**src/rtl/mem_access_unit_pkg.sv**
```systemverilog
// Shared definitions for the MEM-stage load/store sequencer: funct3 codes,
// FSM state encoding and the funct3 legality helper.
package mem_access_unit_pkg;

  localparam logic [2:0] F3_B  = 3'b000;
  localparam logic [2:0] F3_H  = 3'b001;
  localparam logic [2:0] F3_W  = 3'b010;
  localparam logic [2:0] F3_BU = 3'b100;
  localparam logic [2:0] F3_HU = 3'b101;

  typedef enum logic [1:0] {
    ST_IDLE  = 2'd0,
    ST_BUS   = 2'd1,
    ST_DONE  = 2'd2,
    ST_FAULT = 2'd3
  } state_t;

  // Unsigned sizes only exist for loads; 011/110/111 are never legal.
  function automatic logic f3_legal(input logic [2:0] f3, input logic we);
    logic ok;
    ok = 1'b0;
    case (f3)
      F3_B, F3_H, F3_W: ok = 1'b1;
      F3_BU, F3_HU:     ok = ~we;
      default:          ok = 1'b0;
    endcase
    return ok;
  endfunction

endpackage

```
**src/rtl/mem_access_unit_load_store_align.sv**
```systemverilog
// Combinational byte-lane logic: store byte enables and lane replication,
// load lane selection with sign/zero extension, and the misaligned/illegal flag.
module load_store_align
  import mem_access_unit_pkg::*;
(
  input  logic [2:0]  funct3,
  input  logic [1:0]  off,
  input  logic        we,
  input  logic [31:0] wdata,
  input  logic [31:0] rdata,
  output logic [3:0]  be,
  output logic [31:0] wdata_rep,
  output logic [31:0] load_fmt,
  output logic        bad
);

  logic [31:0] lane;
  logic        misaligned;

  // Store side: enables shifted to the addressed lane, data copied to every lane.
  always_comb begin
    be        = 4'b1111;
    wdata_rep = wdata;
    case (funct3[1:0])
      2'b00: begin
        be        = 4'b0001 << off;
        wdata_rep = {4{wdata[7:0]}};
      end
      2'b01: begin
        be        = 4'b0011 << off;
        wdata_rep = {2{wdata[15:0]}};
      end
      default: begin
        be        = 4'b1111;
        wdata_rep = wdata;
      end
    endcase
  end

  // Load side: bring the addressed lane down to bit 0, then extend.
  always_comb begin
    lane     = rdata >> {off, 3'b000};
    load_fmt = lane;
    case (funct3)
      F3_B:    load_fmt = {{24{lane[7]}}, lane[7:0]};
      F3_H:    load_fmt = {{16{lane[15]}}, lane[15:0]};
      F3_BU:   load_fmt = {24'h0, lane[7:0]};
      F3_HU:   load_fmt = {16'h0, lane[15:0]};
      default: load_fmt = lane;
    endcase
  end

  // Halfwords need an even address, words a word-aligned one.
  always_comb begin
    misaligned = 1'b0;
    case (funct3)
      F3_H, F3_HU: misaligned = off[0];
      F3_W:        misaligned = (off != 2'b00);
      default:     misaligned = 1'b0;
    endcase
    bad = misaligned | ~f3_legal(funct3, we);
  end

endmodule

```
**src/rtl/mem_access_unit.sv**
```systemverilog
// MEM-stage load/store sequencer. Accepts one load/store from EX/MEM, runs
// the bus request/ready handshake with a wait-cycle timeout, and stalls the
// pipeline through memory_busy until the access has finished.
//
// Bus handshake: bus_req is high for exactly the BUS state and all bus_*
// request fields are stable while it is high. A transfer completes in the
// cycle where bus_req and bus_ready are both high; bus_rdata and bus_err are
// only looked at in that cycle. bus_ready outside BUS is ignored.
module mem_access_unit
  import mem_access_unit_pkg::*;
#(
  parameter int TIMEOUT_CYCLES = 16
) (
  input  logic        clk,
  input  logic        rst_n,
  input  logic        mem_read,
  input  logic        mem_write,
  input  logic [2:0]  funct3,
  input  logic [31:0] addr,
  input  logic [31:0] wdata,
  output logic        memory_busy,
  output logic [31:0] load_data,
  output logic        load_valid,
  output logic        store_done,
  output logic        misaligned_fault,
  output logic        bus_fault,
  output logic        bus_req,
  output logic        bus_we,
  output logic [31:0] bus_addr,
  output logic [3:0]  bus_be,
  output logic [31:0] bus_wdata,
  input  logic        bus_ready,
  input  logic [31:0] bus_rdata,
  input  logic        bus_err,
  output logic [1:0]  state_dbg
);

  localparam int CW = (TIMEOUT_CYCLES > 2) ? $clog2(TIMEOUT_CYCLES) : 1;
  localparam logic [CW-1:0] CNT_LIMIT = CW'(TIMEOUT_CYCLES - 1);

  state_t      state_q, state_d;
  logic [CW-1:0] cnt_q;
  logic        we_q;
  logic [2:0]  f3_q;
  logic [1:0]  off_q;
  logic [31:0] addr_q;
  logic [3:0]  be_q;
  logic [31:0] wdata_q;
  logic        mis_q;
  logic [31:0] load_data_q;

  logic        req;
  logic        accept;
  logic [2:0]  sel_f3;
  logic [1:0]  sel_off;
  logic        sel_we;
  logic [3:0]  al_be;
  logic [31:0] al_wdata;
  logic [31:0] al_load;
  logic        al_bad;

  // Stores win when both read and write are asserted.
  assign req = mem_read | mem_write;

  // In IDLE the aligner checks the incoming request; afterwards it formats
  // read data using the latched access attributes.
  assign sel_f3  = (state_q == ST_IDLE) ? funct3    : f3_q;
  assign sel_off = (state_q == ST_IDLE) ? addr[1:0] : off_q;
  assign sel_we  = (state_q == ST_IDLE) ? mem_write : we_q;

  load_store_align u_align (
    .funct3    (sel_f3),
    .off       (sel_off),
    .we        (sel_we),
    .wdata     (wdata),
    .rdata     (bus_rdata),
    .be        (al_be),
    .wdata_rep (al_wdata),
    .load_fmt  (al_load),
    .bad       (al_bad)
  );

  // Next-state and stall decode.
  always_comb begin
    state_d     = state_q;
    memory_busy = 1'b0;
    accept      = 1'b0;
    case (state_q)
      ST_IDLE: begin
        if (req) begin
          memory_busy = 1'b1;
          if (al_bad) begin
            state_d = ST_FAULT;
          end else begin
            accept  = 1'b1;
            state_d = ST_BUS;
          end
        end
      end
      ST_BUS: begin
        memory_busy = 1'b1;
        if (bus_ready) begin
          state_d = bus_err ? ST_FAULT : ST_DONE;
        end else if (cnt_q == CNT_LIMIT) begin
          state_d = ST_FAULT;
        end
      end
      ST_DONE:  state_d = ST_IDLE;
      ST_FAULT: state_d = ST_IDLE;
      default:  state_d = ST_IDLE;
    endcase
  end

  // State register and wait counter; the counter only runs while waiting in BUS.
  always_ff @(posedge clk) begin
    if (!rst_n) begin
      state_q <= ST_IDLE;
      cnt_q   <= '0;
    end else begin
      state_q <= state_d;
      cnt_q   <= (state_q == ST_BUS && state_d == ST_BUS) ? cnt_q + CW'(1) : '0;
    end
  end

  // Access attributes latched at accept, fault cause, and the load result.
  always_ff @(posedge clk) begin
    if (!rst_n) begin
      we_q        <= 1'b0;
      f3_q        <= '0;
      off_q       <= '0;
      addr_q      <= '0;
      be_q        <= '0;
      wdata_q     <= '0;
      mis_q       <= 1'b0;
      load_data_q <= '0;
    end else begin
      if (accept) begin
        we_q    <= mem_write;
        f3_q    <= funct3;
        off_q   <= addr[1:0];
        addr_q  <= {addr[31:2], 2'b00};
        be_q    <= al_be;
        wdata_q <= al_wdata;
      end
      if (state_q == ST_IDLE && state_d == ST_FAULT) begin
        mis_q <= 1'b1;
      end else if (state_q == ST_BUS && state_d == ST_FAULT) begin
        mis_q <= 1'b0;
      end
      if (state_q == ST_BUS && bus_ready && !bus_err && !we_q) begin
        load_data_q <= al_load;
      end
    end
  end

  assign bus_req          = (state_q == ST_BUS);
  assign bus_we           = we_q;
  assign bus_addr         = addr_q;
  assign bus_be           = be_q;
  assign bus_wdata        = wdata_q;
  assign load_data        = load_data_q;
  assign load_valid       = (state_q == ST_DONE) & ~we_q;
  assign store_done       = (state_q == ST_DONE) & we_q;
  assign misaligned_fault = (state_q == ST_FAULT) & mis_q;
  assign bus_fault        = (state_q == ST_FAULT) & ~mis_q;
  assign state_dbg        = state_q;

endmodule

```
**config.mk**
```make
export PLATFORM = sky130hd
export DESIGN_NAME = mem_access_unit
export DESIGN_NICKNAME = d
export VERILOG_FILES = /design/src/rtl/mem_access_unit_pkg.sv /design/src/rtl/mem_access_unit_load_store_align.sv /design/src/rtl/mem_access_unit.sv
export SDC_FILE = /design/constraint.sdc
export NUM_CORES = 1
export LEC_CHECK = 0
export CORE_AREA = 8 8 123 125
export CTS_CLUSTER_SIZE = 24
export DETAILED_ROUTE_END_ITERATION = 10
export DIE_AREA = 0 0 131 133
export PLACE_DENSITY = 0.8
export SLEW_MARGIN = 10
export SYNTH_ARGS = -nofsm -noshare
export SYNTH_HDL_FRONTEND = slang
export SYNTH_SLANG_ARGS = --single-unit
export TNS_END_PERCENT = 30
```
**constraint.sdc**
```tcl
create_clock -name clk -period 4.9 [get_ports clk]
set_input_delay 0.98 -clock clk [delete_from_list [all_inputs] [get_ports clk]]
set_output_delay 0.98 -clock clk [all_outputs]
set_load 0.1 [all_outputs]
```
==> metrics <==
Post-synth EDFFs=0; share of cells above drive strength 1=0.0627; total number of vias=5,279; register area share after synthesis=0.444; Area Overhead vs Synth=49.5%; Clk Tree Root Cell=clkbuf_16; Synth area leader=dfxtp_1; CORE AREA=13,100 um2; first-pass GRT wire length=26,900 um; most numerous cell in the Yosys netlist=dfxtp_1; Synth area leaders=dfxtp_1 (44%), o21ai_0 (7.3%), nand2_1 (7.2%), nand3_1 (5.3%), nor2_1 (3.8%); postcts setup bufs=0; Pwr Total=4.04 mW; setup violators final=0; Mapped Cells=618; unrepaired setup endpoints after global routing=no; mapped cell area=5000 um2; CP Launch Type=register; Die X=131 um; Worst EP arrival=2.68 ns; Hold Slack=0.446 ns; critical path's largest stage delay=1.14 ns; Post-Layout Inst Area=7480 um2; Layout Cells excl Fill=973; CTS sink cnt=111; largest net degree at the start of global routing=74; family with the most delay on the worst path=buffers and inverters; PwrDens=540 nW/um2; outcome=finished, final reports clean; Crit-path slowest cell=clkdlybuf4s50_1; Routed WL=17,300 um; Max Cap Viol=0; Distinct cells, synth=51; die height=133 um; DIE AREA=17,400 um2; Cell Chain, Critical Path=nand2b_1, inv_1, clkdlybuf4s50_1; clk_lat worst skew=0.35 ns; Mean Syn Cell Area=8.10 um2; drc violations=0; half-perimeter wire length after placement=12,600 um; initial core utilization=0.382; Hold Buf Count CTS=0; ANT cells=0; FF+latch count, synth=111; antenna-violating nets left=0; FMAX=0.273 GHz; dpl cell area=7160 um2; Hold Path Class=reg2reg; Overflow after GRT=0; final setup margin=1.24 ns; fraction of registers with async set/reset=0; Inst Count DP=959; Setup crit end kind=primary output; nets@finish=900; GRT Total Usage=0.196; peak supply drop=0.302 mV; CTS tree=built; Worst slew margin=0.284; Synth top area share=0.444; Buf/Inv on CP=2; number of global-route vias before repair=4,902; # IOs=214; GPL Wtd Cong=0.875; dominant synthesized flop cell=dfxtp_1; synth cell count leaders=dfxtp_1 (111), nand2_1 (96), o21ai_0 (73); Max Transition Viols Final=0; initial antenna violation count=0; WL per Instance=17.8 um; Yosys warnings=0; worst endpoint required time=3.92 ns; Tcrit/Tclk final=0.746; post-cts sizing count=0; Placement Rows=42; CTS HTree Levels=3; Port Buffers=211; min cycle time layout=3.66 ns; 1st-iter DRT viols=567; setup TNS=0 ns; Slew @ Worst Pin=1.07 ns; Clk pin slew, worst setup/hold paths=0.07 ns; LEAKAGE=2.63 nW; worst slack, placed=1.31 ns; CTS Buf Count=9; CP max FO=23; maximum buffer depth of the clock tree=2; type of the worst setup path=reg2out; TritonRoute pass-1 iters=7; clk_skew=0.00514 ns; Final Core Density=0.572; final hold viol count=0; vias per std cell=5.43
==> area by class of cell <==
type,instances,area [um2]
Clock inverter,3,67.6
Fill cell,1170,5610
Inverter,4,15.0
Sequential cell,111,2220
Clock buffer,11,253
Multi-Input combinational cell,451,2550
Timing Repair Buffer,217,2150
Tap cell,176,220
==> cells in the final DEF (no fill, tap or decap), drive strengths merged, types with 15 or more instances in the layout <==
cell / count
a311oi: 19
a222oi: 15
nor2: 51
dfxtp: 111
a31oi: 18
o21ai: 96
mux2: 15
a21oi: 19
nand2: 96
clkdlybuf4s50: 209
nand3: 53
==> report_power, final <==
group	internal [mW]	switching (mW)	total, mW	leakage [nW]
registers	1.06	0.101	1.16	0.908
clock network	0.470	0.320	0.790	0.154
logic	0.517	1.58	2.09	1.57
==> worst min-delay path: cells and delay by family (launching register included) <==
family             cells  cell delay [ns]
DFF                    1             0.31
and+or+nand+nor        1             0.05
AOI/OAI and AO/OA      1             0.05
==> cells by family (layout without fill, tap and decap cells) <==
kind of cell	Yosys count	in the layout	synth area share
other	1	2	0.000749
AOI/OAI and AO/OA	188	188	0.242
xor gates and xnor gates	2	2	0.00350
muxes	16	16	0.0358
adders and majority gates	1	1	0.00250
and+or+nand+nor	242	242	0.223
DFF	111	111	0.444
buffers and inverters	57	235	0.0488
==> routing by layer <==
layer / global-route usage / vias to the layer above / share of wire
met1: 0.244 / 2448 / 0.42
met2: 0.310 / 224 / 0.47
met3: 0.0647 / 27 / 0.087
met4: 0.0619 / 0 / 0.022
met5: 0 / - / 0
li1: - / 2580 / -
==> state kept, by name (all words and copies together) (netlist names) <==
| register | flops |
|---|---|
| bus_wdata | 32 |
| load_data | 32 |
| bus_addr | 30 |
| bus_be | 4 |
| cnt_q | 4 |
| f3_q | 3 |
| off_q | 2 |
| state_dbg | 2 |
| bus_we | 1 |
| mis_q | 1 |
==> path summary, 6_finish.rpt <==
| kind | from | end | slack (ns) | depth (start not counted) |
|---|---|---|---|---|
| worst min register to register | bus_addr[2] | bus_addr[2] | 0.45 | 2 |
| worst max register to register | state_dbg[1] | bus_wdata[16] | 1.79 | 6 |
| worst min-delay path | bus_addr[2] | bus_addr[2] | 0.45 | 2 |
| worst max-delay path | state_dbg[0] | bus_req | 1.24 | 3 |
No activity file was read; power rests on OpenSTA's default activity.
